===== config.mk =====
export PLATFORM = sky130hd
export DESIGN_NAME = srt_divider_seq
export DESIGN_NICKNAME = d
export VERILOG_FILES = /design/src/rtl/srt_div_pkg.sv /design/src/rtl/srt_divider_seq_qsel.sv /design/src/rtl/srt_divider_seq.sv
export SDC_FILE = /design/constraint.sdc
export NUM_CORES = 1
export LEC_CHECK = 0
export BUFFER_PORTS_ARGS = -buffer_cell sky130_fd_sc_hd__buf_4
export CAP_MARGIN = 30
export CORE_MARGIN = 2
export CORE_UTILIZATION = 25
export CTS_CLUSTER_DIAMETER = 120
export DETAILED_ROUTE_END_ITERATION = 8
export GPL_ROUTABILITY_DRIVEN = 0
export PLACE_DENSITY_LB_ADDON = 0.2
export SYNTH_ARGS = -nofsm -noshare
export SYNTH_HDL_FRONTEND = slang
export SYNTH_SLANG_ARGS = --single-unit

===== constraint.sdc =====
create_clock -name clk -period 19 [get_ports clk]
set_clock_uncertainty 0.15 [all_clocks]
set_input_delay 2.85 -clock clk [delete_from_list [all_inputs] [get_ports clk]]
set_output_delay 2.85 -clock clk [all_outputs]
set_load 0.01 [all_outputs]

===== src/rtl/srt_div_pkg.sv =====
// Shared definitions for the radix-2 SRT divider: FSM state encoding, quotient
// digit encoding, digit-selection thresholds and a leading-zero counter.
package srt_div_pkg;

  localparam int unsigned STATE_W = 3;

  localparam logic [STATE_W-1:0] ST_IDLE = 3'd0;
  localparam logic [STATE_W-1:0] ST_LOAD = 3'd1;
  localparam logic [STATE_W-1:0] ST_ITER = 3'd2;
  localparam logic [STATE_W-1:0] ST_DONE = 3'd3;

  localparam int unsigned DIG_W = 2;

  localparam logic [DIG_W-1:0] DIG_ZERO = 2'b00;
  localparam logic [DIG_W-1:0] DIG_POS  = 2'b01;
  localparam logic [DIG_W-1:0] DIG_NEG  = 2'b10;

  // Thresholds on the signed top-3-bit estimate of 2P, in units of 1/2 * 2^WIDTH
  localparam logic signed [2:0] EST_POS_MIN = 3'sb001;
  localparam logic signed [2:0] EST_NEG_MAX = 3'sb110;

  // Leading-zero count of a 32-bit word (32 for zero)
  function automatic logic [5:0] lzc32(input logic [31:0] x);
    logic [5:0] n;
    logic       found;
    n     = 6'd0;
    found = 1'b0;
    for (int i = 31; i >= 0; i--) begin
      if (x[i]) begin
        found = 1'b1;
      end else if (!found) begin
        n = n + 6'd1;
      end
    end
    return n;
  endfunction

endpackage


===== src/rtl/srt_divider_seq_qsel.sv =====
// Radix-2 SRT quotient digit selection from the 3-bit estimate of 2P.
module srt_qsel
  import srt_div_pkg::*;
(
  input  logic [2:0]       est,
  output logic [DIG_W-1:0] dig_c
);

  always_comb begin
    dig_c = DIG_ZERO;
    if ($signed(est) >= EST_POS_MIN) begin
      dig_c = DIG_POS;
    end else if ($signed(est) <= EST_NEG_MAX) begin
      dig_c = DIG_NEG;
    end
  end

endmodule


===== src/rtl/srt_divider_seq.sv =====
// Multi-cycle radix-2 SRT unsigned divider with start/done handshake.
// Optional self-check output chk_err is built when SRT_DIV_CHECK_EN is defined.
module srt_divider_seq
  import srt_div_pkg::*;
#(
  parameter int unsigned WIDTH = 8
) (
  input  logic             clk,
  input  logic             rst,
  input  logic             start,
  input  logic [WIDTH-1:0] a,
  input  logic [WIDTH-1:0] b,
  output logic             busy,
  output logic             done,
  output logic [WIDTH-1:0] q,
  output logic [WIDTH-1:0] r,
  output logic             dbz
`ifdef SRT_DIV_CHECK_EN
  ,
  output logic             chk_err
`endif
);

  localparam int unsigned PW = WIDTH + 2;
  localparam int unsigned AW = 2 * WIDTH;
  localparam int unsigned CW = $clog2(WIDTH);

  logic [STATE_W-1:0] state_q, state_d;
  logic [WIDTH-1:0]   a_q, a_d, b_q, b_d, d_q, d_d, x_q, x_d;
  logic [WIDTH-1:0]   qp_q, qp_d, qn_q, qn_d, q_q, q_d, r_q, r_d;
  logic [PW-1:0]      p_q, p_d;
  logic [CW-1:0]      k_q, k_d, s_q, s_d;
  logic               busy_q, busy_d, done_q, done_d, dbz_q, dbz_d;

  logic [CW-1:0]      s_c;
  logic [AW-1:0]      norm_c;
  logic [PW-1:0]      two_p_c, d_ext_c, p_iter_c, p_fix_c;
  logic [WIDTH-1:0]   qp_iter_c, qn_iter_c, q_fix_c, r_fix_c;
  logic [DIG_W-1:0]   dig_c;

  // The dividend is pre-shifted by the divisor's normalisation so the
  // final partial remainder is 2^s * (a - Q*b) and Q is the integer quotient.
  assign s_c     = CW'(lzc32(32'(b_q) << (32 - WIDTH)));
  assign norm_c  = AW'(a_q) << s_c;
  assign two_p_c = PW'({p_q, x_q[WIDTH-1]});

  srt_qsel u_qsel (
    .est   (two_p_c[PW-1:PW-3]),
    .dig_c (dig_c)
  );

  // One SRT step plus the sign correction used on the last step
  always_comb begin
    d_ext_c  = PW'(d_q);
    p_iter_c = two_p_c;
    if (dig_c == DIG_POS) begin
      p_iter_c = two_p_c - d_ext_c;
    end else if (dig_c == DIG_NEG) begin
      p_iter_c = two_p_c + d_ext_c;
    end
    qp_iter_c = {qp_q[WIDTH-2:0], dig_c == DIG_POS};
    qn_iter_c = {qn_q[WIDTH-2:0], dig_c == DIG_NEG};
    q_fix_c   = qp_iter_c - qn_iter_c;
    p_fix_c   = p_iter_c;
    if (p_iter_c[PW-1]) begin
      p_fix_c = p_iter_c + d_ext_c;
      q_fix_c = q_fix_c - WIDTH'(1);
    end
    r_fix_c = WIDTH'(p_fix_c >> s_q);
  end

  // Correction is applied on the last iteration edge so done follows directly
  always_comb begin
    state_d = state_q;
    a_d     = a_q;
    b_d     = b_q;
    d_d     = d_q;
    x_d     = x_q;
    p_d     = p_q;
    qp_d    = qp_q;
    qn_d    = qn_q;
    k_d     = k_q;
    s_d     = s_q;
    q_d     = q_q;
    r_d     = r_q;
    dbz_d   = dbz_q;
    case (state_q)
      ST_IDLE: begin
        if (start) begin
          a_d     = a;
          b_d     = b;
          state_d = ST_LOAD;
        end
      end
      ST_LOAD: begin
        if (b_q == '0) begin
          q_d     = '1;
          r_d     = a_q;
          dbz_d   = 1'b1;
          state_d = ST_DONE;
        end else begin
          d_d     = WIDTH'(b_q << s_c);
          p_d     = PW'(norm_c[AW-1:WIDTH]);
          x_d     = norm_c[WIDTH-1:0];
          qp_d    = '0;
          qn_d    = '0;
          k_d     = CW'(WIDTH - 1);
          s_d     = s_c;
          state_d = ST_ITER;
        end
      end
      ST_ITER: begin
        p_d  = p_iter_c;
        x_d  = x_q << 1;
        qp_d = qp_iter_c;
        qn_d = qn_iter_c;
        k_d  = k_q - CW'(1);
        if (k_q == '0) begin
          q_d     = q_fix_c;
          r_d     = r_fix_c;
          dbz_d   = 1'b0;
          state_d = ST_DONE;
        end
      end
      ST_DONE: state_d = ST_IDLE;
      default: state_d = ST_IDLE;
    endcase
    busy_d = (state_d == ST_LOAD) || (state_d == ST_ITER);
    done_d = (state_d == ST_DONE);
  end

  always_ff @(posedge clk) begin
    if (rst) begin
      state_q <= ST_IDLE;
      a_q     <= '0;
      b_q     <= '0;
      d_q     <= '0;
      x_q     <= '0;
      p_q     <= '0;
      qp_q    <= '0;
      qn_q    <= '0;
      k_q     <= '0;
      s_q     <= '0;
      q_q     <= '0;
      r_q     <= '0;
      dbz_q   <= 1'b0;
      busy_q  <= 1'b0;
      done_q  <= 1'b0;
    end else begin
      state_q <= state_d;
      a_q     <= a_d;
      b_q     <= b_d;
      d_q     <= d_d;
      x_q     <= x_d;
      p_q     <= p_d;
      qp_q    <= qp_d;
      qn_q    <= qn_d;
      k_q     <= k_d;
      s_q     <= s_d;
      q_q     <= q_d;
      r_q     <= r_d;
      dbz_q   <= dbz_d;
      busy_q  <= busy_d;
      done_q  <= done_d;
    end
  end

  assign busy = busy_q;
  assign done = done_q;
  assign q    = q_q;
  assign r    = r_q;
  assign dbz  = dbz_q;

`ifdef SRT_DIV_CHECK_EN
  logic chk_err_q, chk_err_d;

  // Sticky comparison against the behavioural result while in DONE
  always_comb begin
    chk_err_d = chk_err_q;
    if ((state_q == ST_DONE) && !dbz_q &&
        ((q_q != a_q / b_q) || (r_q != a_q % b_q))) begin
      chk_err_d = 1'b1;
    end
  end

  always_ff @(posedge clk) begin
    if (rst) chk_err_q <= 1'b0;
    else     chk_err_q <= chk_err_d;
  end

  assign chk_err = chk_err_q;
`endif

endmodule


==> results of run 1 <==
[sequential cells by signal, indices dropped and copies added, names as in the netlist, 7 cells and up]
register	count
b_q	8
a_q	8
qn_q	7
r	8
x_q	8
qp_q	7
p_q	9
q	8
d_q	8
[report_power, final]
| group | total [mW] | internal [mW] | leakage (nW) | switching, mW |
|---|---|---|---|---|
| clock network | 0.182 | 0.105 | 0.148 | 0.0768 |
| registers | 0.183 | 0.177 | 0.671 | 0.00548 |
| logic | 0.247 | 0.108 | 1.90 | 0.139 |
| total | 0.612 | 0.391 | 2.72 | 0.221 |
[cells in the mapped netlist (7+ instances only)]
cell	instances	area share [%]
nand2_1	106	6.3
o21ai_0	39	3.1
xor2_1	14	1.9
a21oi_1	79	6.3
a211oi_1	15	1.8
a21o_1	8	0.95
o22ai_1	12	1.2
a22oi_1	7	0.83
nand3_1	28	2.2
nand2b_1	8	0.79
nor2_1	82	4.9
ha_1	46	9.1
inv_1	44	2.6
xnor2_1	20	2.8
mux2i_1	35	5.5
clkbuf_1	40	2.4
nor2b_1	7	0.69
nor3_1	20	1.6
dfxtp_1	83	26
[worst reg2reg max path: cells and delay by family, from the launching register on]
kind | cells | cell delay, ns
flops | 1 | 0.50
xor+xnor | 7 | 1.28
fa+ha+maj | 8 | 2.25
compound gates | 8 | 1.52
mux | 3 | 0.73
buf+inv | 1 | 0.11
simple gates | 11 | 1.35
[cells by family (layout without fill, tap and decap cells)]
group | after synthesis | count (layout) | synth area share [%]
mux | 42 | 42 | 6.849
compound gates | 229 | 229 | 23.58
other cells | 1 | 1 | 0.05933
fa+ha+maj | 50 | 50 | 10.37
simple gates | 294 | 294 | 21.16
xor+xnor | 36 | 36 | 5.503
flops | 83 | 83 | 26.29
buf+inv | 96 | 105 | 6.195
[stage by stage]
stage | power [mW] | util [%] | hold slack [ns]
after floorplan | 0.3902 | - | 0.2951
after global placement | 0.4356 | 27.32 | 0.3133
after detailed placement | 0.4335 | 27.36 | 0.3209
after CTS | 0.6176 | 28.58 | 0.3306
after global routing | 0.6536 | 28.58 | 0.3460
final | 0.6122 | 28.58 | 0.3221
[area by class of cell]
cell class	instances	area, µm²	area share (%)
Clock buffer	10	239.0	3.340
Tap cell	330	412.9	5.771
Inverter	47	177.7	2.483
Timing Repair Buffer	42	319.1	4.460
Sequential cell	83	1662	23.22
Clock inverter	6	65.06	0.9094
Multi-Input combinational cell	652	4279	59.81
[how the worst max path moves through the flow]
stage,cells after the start,startpoint,endpoint
2_1_floorplan,39,b_q[6],d_q[5]
4_1_cts,37,b_q[6],d_q[5]
6_report,38,b_q[6],d_q[5]
3_5_place_dp,37,b_q[6],d_q[5]
5_1_grt,38,b_q[6],d_q[5]
3_3_place_gp,37,b_q[6],d_q[5]
[layer usage]
| layer | GRT usage (%) | wire length, µm |
|---|---|---|
| met5 | 0 | 0 |
| met4 | 4.183 | 257 |
| met3 | 1.905 | 587 |
| met2 | 22.50 | 8209 |
| met1 | 21.29 | 9813 |
==> run_results.csv, run 1 <==
group,metric,value,unit
yosys,syn_inst,831,
worst_setup_path,r2r_end,"d_q[5]",
timing,layout_setup_ws,10.94,ns
timing,grt_setup_unrepaired,"no",
clocking,cts_tree,"done",
worst_setup_path,r2r_slack,10.94,ns
timing,fin_crit,8.058,ns
finish,fin_nets,904,
clocking,clk_pin_slew,0.07,ns
clocking,root_buffer,"clkbuf_16",
clocking,clkLatencyLatePin,0.35,ns
worst_setup_path,critPathRequiredTime,19.04,ns
timing,tns,0,ns
finish,fin_area,0.007154,mm²
finish,fin_cells,1170,
clocking,cts_sinks,83,
global_routing,grt_overflow_total,0,
global_routing,grt_pass1_wl,31.09,mm
worst_setup_path,start_kind,"register",
floorplan,ios,38,
min_path,whs_endpoint,"dbz",
route,drt-initial-drc-count,361,
finish,final_common_cell,"nand2_1",
finish,fillers,2740,
placed_design,placed_cells,1154,
global_routing,grt_pass1_vias,5629,
floorplan,die_h,163.0,µm
yosys,synth_fp_nets,900,
placed_design,dp_hpwl,13.91,mm
yosys,yosys_most_used_dff,"dfxtp_1",
finish,layout_common_cells,"106 x nand2_1, 83 x dfxtp_1, 82 x nor2_1, 79 x a21oi_1, 46 x ha_1",
clocking,cts_buffer_depth,2,
yosys,ys_seq_area_share,26.29,%
worst_setup_path,crit_top_cell,"ha_1",
route,wl_per_cell,16.13,µm
yosys,yosys_warnings,0,
floorplan,floorplan.die_area,0.02657,mm²
clocking,postCtsHoldBufs,0,
yosys,async_flop_share,0,%
floorplan,core-area,0.02504,mm²
min_path,hp-class,"reg -> reg",
clocking,h-tree-depth,3,
yosys,ys_seq_elements,83,
worst_setup_path,cpLargestDelayFamily,"adder cells",
finish,area_growth,13.18,%
flow_run,maxCapViolations,0,
yosys,synth_edf_count,0,
clocking,post_cts_buffers,0,
power,ir_drop,56.95,µV
timing,slew_headroom,38.06,%
yosys,yosysUniqueCellTypes,73,
route,vias,5899,
placed_design,placed_area,0.006850,mm²
timing,worst_slew_pin_slew,0.9260,ns
floorplan,num_rows,58,
route,avgViaCountPerCell,5.042,
worst_setup_path,worst_setup_path_end_kind,"register",
power,pwr_density_cell,85.57,mW/mm²
worst_setup_path,crit_type,"reg -> reg",
placed_design,place_ws,11.01,ns
worst_setup_path,slowest_stage,"dfxtp_1",
global_routing,antenna_found_initial,0,
timing,hold_violations,0,
route,drc,0,
route,drtAntennaViolNets,0,
global_routing,grt_max_degree,80,
floorplan,initial_core_util,25.25,%
min_path,hold_depth,2,
finish,drive_above_1_share,10.12,%
yosys,syn_avg_cell_area,7.607,µm²
worst_setup_path,cp_max_fo,10,
clocking,cts_resized,0,
clocking,cts_buffers,9,
timing,setup_viol,0,
worst_setup_path,r2r_cells,38,
power,leakage,2.721,nW
route,dr.pass1.iters,5,
placed_design,portBuffers,37,
yosys,syn_area,0.006321,mm²
global_routing,grtUsageTotal,14.62,%
run_status,outcome,"finished clean",
timing,fmax,124.1,MHz
min_path,min_from,"dbz",
worst_setup_path,critPathMaxStageDelay,0.50,ns
floorplan,die_w,163.0,µm
worst_setup_path,arrival,8.10,ns
worst_setup_path,path_buf_inv,1,
route,wl,18.87,mm
worst_setup_path,timing.rr.start,"b_q[6]",
timing,slew_violations,0,
timing,finalCritPeriodShare,42.41,%
finish,antennaDiodeCount,0,
Note: power is estimated with default switching activity, not from simulation.
==> run 2, diff against run 1 <==
==> constraint.sdc (replaced) <==
create_clock -name clk -period 7.4 [get_ports clk]
set_clock_uncertainty 0.15 [all_clocks]
set_input_delay 1.11 -clock clk [delete_from_list [all_inputs] [get_ports clk]]
set_output_delay 1.11 -clock clk [all_outputs]
set_load 0.01 [all_outputs]
==> run 2 against run 1 <==
Against the previous run: non-clock buffer count grew 19; cell count grew 1.6%; clock-buffer cell count shrank 1; combinational power grew to 3.2 times the previous value; routed wire length grew 2.7%; global-route usage grew 0.17 points; cell area grew 3.6%; clock power grew to 2.6 times the previous value; sequential power grew to 2.6 times the previous value; first-iteration DRC count grew 8.9%; hold slack lost 0.0035 ns; via count grew 1.1%; critical path type unchanged; largest power group unchanged.
==> run_results.csv, run 2 (synthesized netlist as in run 1, its figures left out) <==
group,metric,value,unit
worst_setup_path,slowest_stage,"dfxtp_2",
timing,fin_crit,6.954,ns
global_routing,antenna_found_initial,0,
route,wl,19.38,mm
power,leakage,2.834,nW
power,ir_drop,199.3,µV
placed_design,dp_hpwl,14.19,mm
timing,slew_headroom,38.14,%
clocking,postCtsHoldBufs,0,
route,dr.pass1.iters,5,
floorplan,die_h,163.0,µm
finish,fin_area,0.007410,mm²
floorplan,die_w,163.0,µm
timing,grt_setup_unrepaired,"no",
clocking,cts_sinks,83,
clocking,h-tree-depth,3,
global_routing,grt_overflow_total,0,
run_status,outcome,"finished clean",
clocking,cts_buffer_depth,2,
worst_setup_path,cp_max_fo,3,
route,drc,0,
global_routing,grt_pass1_vias,5677,
clocking,cts_buffers,9,
floorplan,core-area,0.02504,mm²
finish,drive_above_1_share,14.32,%
finish,area_growth,17.22,%
global_routing,grt_pass1_wl,31.14,mm
timing,finalCritPeriodShare,93.98,%
floorplan,ios,38,
timing,slew_violations,0,
worst_setup_path,arrival,7.00,ns
timing,worst_slew_pin_slew,0.9279,ns
worst_setup_path,worst_setup_path_end_kind,"register",
worst_setup_path,critPathMaxStageDelay,0.32,ns
power,pwr_density_cell,234.7,mW/mm²
floorplan,floorplan.die_area,0.02657,mm²
clocking,clk_pin_slew,0.07,ns
route,avgViaCountPerCell,5.016,
timing,hold_violations,0,
timing,hold_ws,0.3186,ns
finish,fillers,2762,
finish,largest_reg_flops,9,
route,wl_per_cell,16.30,µm
finish,top_register,"p_q",
placed_design,placed_area,0.006937,mm²
floorplan,initial_core_util,25.25,%
worst_setup_path,crit_type,"reg -> reg",
finish,final_common_cell,"nand2_1",
clocking,root_buffer,"clkbuf_16",
finish,antennaDiodeCount,0,
clocking,clkLatencyLatePin,0.35,ns
global_routing,grtUsageTotal,14.79,%
timing,fmax,143.8,MHz
clocking,cts_tree,"done",
flow_run,maxCapViolations,0,
finish,fin_nets,923,
route,drtAntennaViolNets,0,
timing,setup_viol,0,
route,drt-initial-drc-count,393,
worst_setup_path,start_kind,"register",
worst_setup_path,critPathRequiredTime,7.45,ns
min_path,hp-class,"reg -> reg",
timing,tns,0,ns
route,vias,5964,
global_routing,grt_max_degree,80,
finish,layout_common_cells,"104 x nand2_1, 82 x nor2_1, 81 x dfxtp_1, 76 x a21oi_1, 60 x buf_4",
power,p_total,1.739,mW
floorplan,num_rows,58,
placed_design,portBuffers,37,
-- run 2: layout make-up --
class	count	area, µm²	share of cell area [%]
Sequential cell	83	1664	22.46
Timing Repair Buffer	61	470.5	6.349
Multi-Input combinational cell	652	4383	59.15
Inverter	47	178.9	2.415
Clock inverter	7	75.07	1.013
Tap cell	330	412.9	5.572
Clock buffer	9	225.2	3.040
-- run 2: final timing paths --
path              slack [ns]  cells past startpoint      to   start
setup reg to reg        0.45                     38  d_q[5]  b_q[6]
setup / recovery        0.45                     38  d_q[5]  b_q[6]
hold / removal          0.32                      2     dbz     dbz
hold reg to reg         0.32                      2     dbz     dbz
-- run 2: where the power goes --
| group | leakage (nW) | switching (mW) | total (mW) | internal (mW) |
|---|---|---|---|---|
| Clock | 0.150 | 0.208 | 0.472 | 0.264 |
| Sequential | 0.672 | 0.0126 | 0.468 | 0.455 |
| Combinational | 2.01 | 0.399 | 0.799 | 0.399 |
| Total | 2.83 | 0.620 | 1.74 | 1.12 |
-- run 2: routing by layer --
layer  vias to the layer above  share of wire [%]  global-route usage [%]
li1                       3031                  -                       -
met1                      2807                 51                   21.02
met2                       107                 45                   23.23
met3                        19                2.7                   1.803
met4                         0                1.5                   4.747
met5                         -                  0                       0
-- run 2: worst max-delay path, delay by kind of cell (launching register included) --
kind,cells,cell delay [ns]
muxes,3,0.64
adders and majority gates,9,2.13
and+or+nand+nor,10,1.15
buffers and inverters,2,0.22
AOI/OAI and AO/OA,7,1.01
xor gates and xnor gates,7,1.16
DFF,1,0.32
-- run 2: what timing repair did --
| item | CTS | global route |
|---|---|---|
| setup endpoints to repair | 8 | 18 |
| buffers inserted | 2 | 4 |
| hold endpoints to repair | 0 | 0 |
| pin swaps | 1 | 21 |
| resized for setup | 1 | 25 |
-- run 2: metrics by stage --
step	cells	worst slack [ns]	utilization [%]
final	1189	0.4455	29.60
after global routing	1189	0.005654	29.60
after CTS	1184	0.05031	29.03
after detailed placement	1166	-0.03928	27.71
after global placement	1166	0.1017	27.71
after floorplan	831	0.1889	-
==> run 3, diff against run 2 <==
--- a/config.mk
+++ b/config.mk
@@ -12,7 +12,7 @@
 export CTS_CLUSTER_DIAMETER = 120
 export DETAILED_ROUTE_END_ITERATION = 8
 export GPL_ROUTABILITY_DRIVEN = 0
-export PLACE_DENSITY_LB_ADDON = 0.2
+export PLACE_DENSITY_LB_ADDON = 0.3
 export SYNTH_ARGS = -nofsm -noshare
 export SYNTH_HDL_FRONTEND = slang
 export SYNTH_SLANG_ARGS = --single-unit
==> run 3 against run 2 <==
Against the previous run: utilization decreased by 0.28 points; routed wire length decreased by 5.3%; setup slack got worse by 0.12 ns; flip-flop and latch count unchanged; non-clock buffer count decreased by 5; global-route usage decreased by 0.62 points; combinational power decreased by 4.9%; register-to-register slack got worse by 0.12 ns; die area unchanged; cell count decreased by 0.42%; cell area decreased by 0.95%; largest cell class unchanged.
==> run_results.csv, run 3 (synthesized netlist as in run 1, its figures left out) <==
group,metric,value,unit
worst_setup_path,crit_top_cell,"ha_1",
power,leakage,2.805,nW
global_routing,grt_pass1_vias,5717,
power,intPower,1.076,mW
finish,antennaDiodeCount,0,
route,wl_per_cell,15.49,µm
finish,area_growth,16.11,%
finish,drive_above_1_share,13.70,%
route,drc,0,
finish,fillers,2754,
clocking,cts_sinks,83,
finish,top_register,"p_q",
clocking,cts_buffers,9,
floorplan,num_rows,58,
timing,finalCritPeriodShare,95.60,%
run_status,outcome,"finished clean",
power,switching_share,35.16,%
route,drtAntennaViolNets,0,
finish,layout_common_cells,"104 x nand2_1, 82 x nor2_1, 81 x dfxtp_1, 76 x a21oi_1, 54 x buf_4",
timing,worst_slew_pin_slew,0.9371,ns
finish,register_area,0.001667,mm²
finish,largest_reg_flops,9,
worst_setup_path,r2r_slack,0.33,ns
worst_setup_path,cp_max_fo,8,
finish,multi_input_area,0.004364,mm²
worst_setup_path,cpLargestDelayFamily,"adder cells",
route,drt-initial-drc-count,435,
worst_setup_path,path_buf_inv,2,
clocking,cts_tree,"done",
floorplan,die_h,163.0,µm
timing,slew_violations,0,
route,avgViaCountPerCell,5.037,
placed_design,portBuffers,37,
floorplan,die_w,163.0,µm
timing,fin_crit,7.074,ns
global_routing,grtUsageTotal,14.17,%
clocking,postCtsHoldBufs,0,
global_routing,antenna_found_initial,0,
min_path,hp-class,"reg -> reg",
power,p_clk_share,25.9,%
worst_setup_path,worst_setup_path_end_kind,"register",
clocking,clk_pin_slew,0.06,ns
floorplan,initial_core_util,25.25,%
placed_design,dp_hpwl,13.54,mm
clocking,h-tree-depth,3,
route,wl,18.34,mm
placed_design,placed_area,0.006918,mm²
placed_design,placed_cells,1163,
power,p_total,1.659,mW
floorplan,floorplan.die_area,0.02657,mm²
route,dr.pass1.iters,5,
timing,fmax,141.4,MHz
clocking,cts_buffer_depth,2,
power,power_frac_comb,45.8,%
floorplan,ios,38,
worst_setup_path,slowest_stage,"dfxtp_4",
power,pwr-share-seq,28.3,%
finish,fin_cells,1184,
timing,hold_ws,0.3268,ns
worst_setup_path,arrival,7.12,ns
timing,hold_violations,0,
floorplan,core-area,0.02504,mm²
finish,fin_area,0.007340,mm²
worst_setup_path,crit_type,"reg -> reg",
power,ir_drop,246.8,µV
clocking,clkLatencyLatePin,0.35,ns
finish,fin_nets,918,
global_routing,grt_max_degree,80,
worst_setup_path,start_kind,"register",
finish,final_common_cell,"nand2_1",
timing,slew_headroom,37.32,%
worst_setup_path,critPathMaxStageDelay,0.36,ns
global_routing,grt_overflow_total,0,
clocking,root_buffer,"clkbuf_16",
finish,final_util,29.32,%
timing,setup_viol,0,
route,vias,5964,
worst_setup_path,critPathRequiredTime,7.44,ns
flow_run,maxCapViolations,0,
power,pwr_density_cell,226.0,mW/mm²
power,p_switching,583.2,µW
global_routing,grt_pass1_wl,30.23,mm
[run 3: cell count changes in the layout (fill, tap and decap cells not counted), moves of 2 or more]
cell / change
clkinv_4: -2
clkinv_2: +2
clkbuf_8: +2
inv_6: -2
ha_4: -2
buf_4: -6
[run 3: layout make-up]
class,instances,area share (%)
sequential,83,22.71
multi-input combinational,652,59.46
clock buffer,11,3.444
inverter,47,2.438
timing repair buffer,56,5.950
clock inverter,5,0.3750
tap,330,5.626
[run 3: routing by layer]
layer | global-route usage (%) | up-vias | wire (µm)
met5 | 0 | - | 0
met4 | 4.545 | 0 | 323
met3 | 2.311 | 23 | 682
met2 | 22.23 | 126 | 8211
met1 | 19.80 | 2804 | 9126
li1 | - | 3011 | -
[run 3: worst reg2reg max path, delay by kind of cell (launching register included)]
family	cells	cell delay [ns]
AO/OA/AOI/OAI	7	1.02
XOR/XNOR	7	1.15
adder cells (fa/ha/maj)	9	2.22
buffers and inverters	2	0.23
flip-flops	1	0.36
multiplexers	3	0.66
AND/OR/NAND/NOR	10	1.14
[run 3: power by group through the flow]
stage / registers (mW) / clock network [mW] / logic, mW
finish: 0.469 / 0.430 / 0.760
floorplan: 0.472 / 0 / 0.530
CTS: 0.468 / 0.439 / 0.704
global placement: 0.478 / 0 / 0.638
detailed placement: 0.478 / 0 / 0.638
global route: 0.470 / 0.459 / 0.827
[run 3: worst paths after layout]
| kind | start | endpoint | cells past startpoint |
|---|---|---|---|
| max | b_q[6] | d_q[5] | 38 |
| min | qp_q[6] | qp_q[6] | 2 |
| max reg2reg | b_q[6] | d_q[5] | 38 |
| min reg2reg | qp_q[6] | qp_q[6] | 2 |
[run 3: repair_timing]
action	4_1_cts	5_1_grt
hold endpoints to repair	0	0
setup endpoints to repair	8	18
pin swaps	1	20
gates resized for setup	2	25
setup buffers	1	4
[run 3: through the flow]
step,setup TNS (ns),setup WS [ns]
CTS,0,0.03316
global placement,0,0.07120
floorplan,0,0.1889
global route,-1.112,-0.1488
detailed placement,-0.07296,-0.04042
finish,0,0.3258
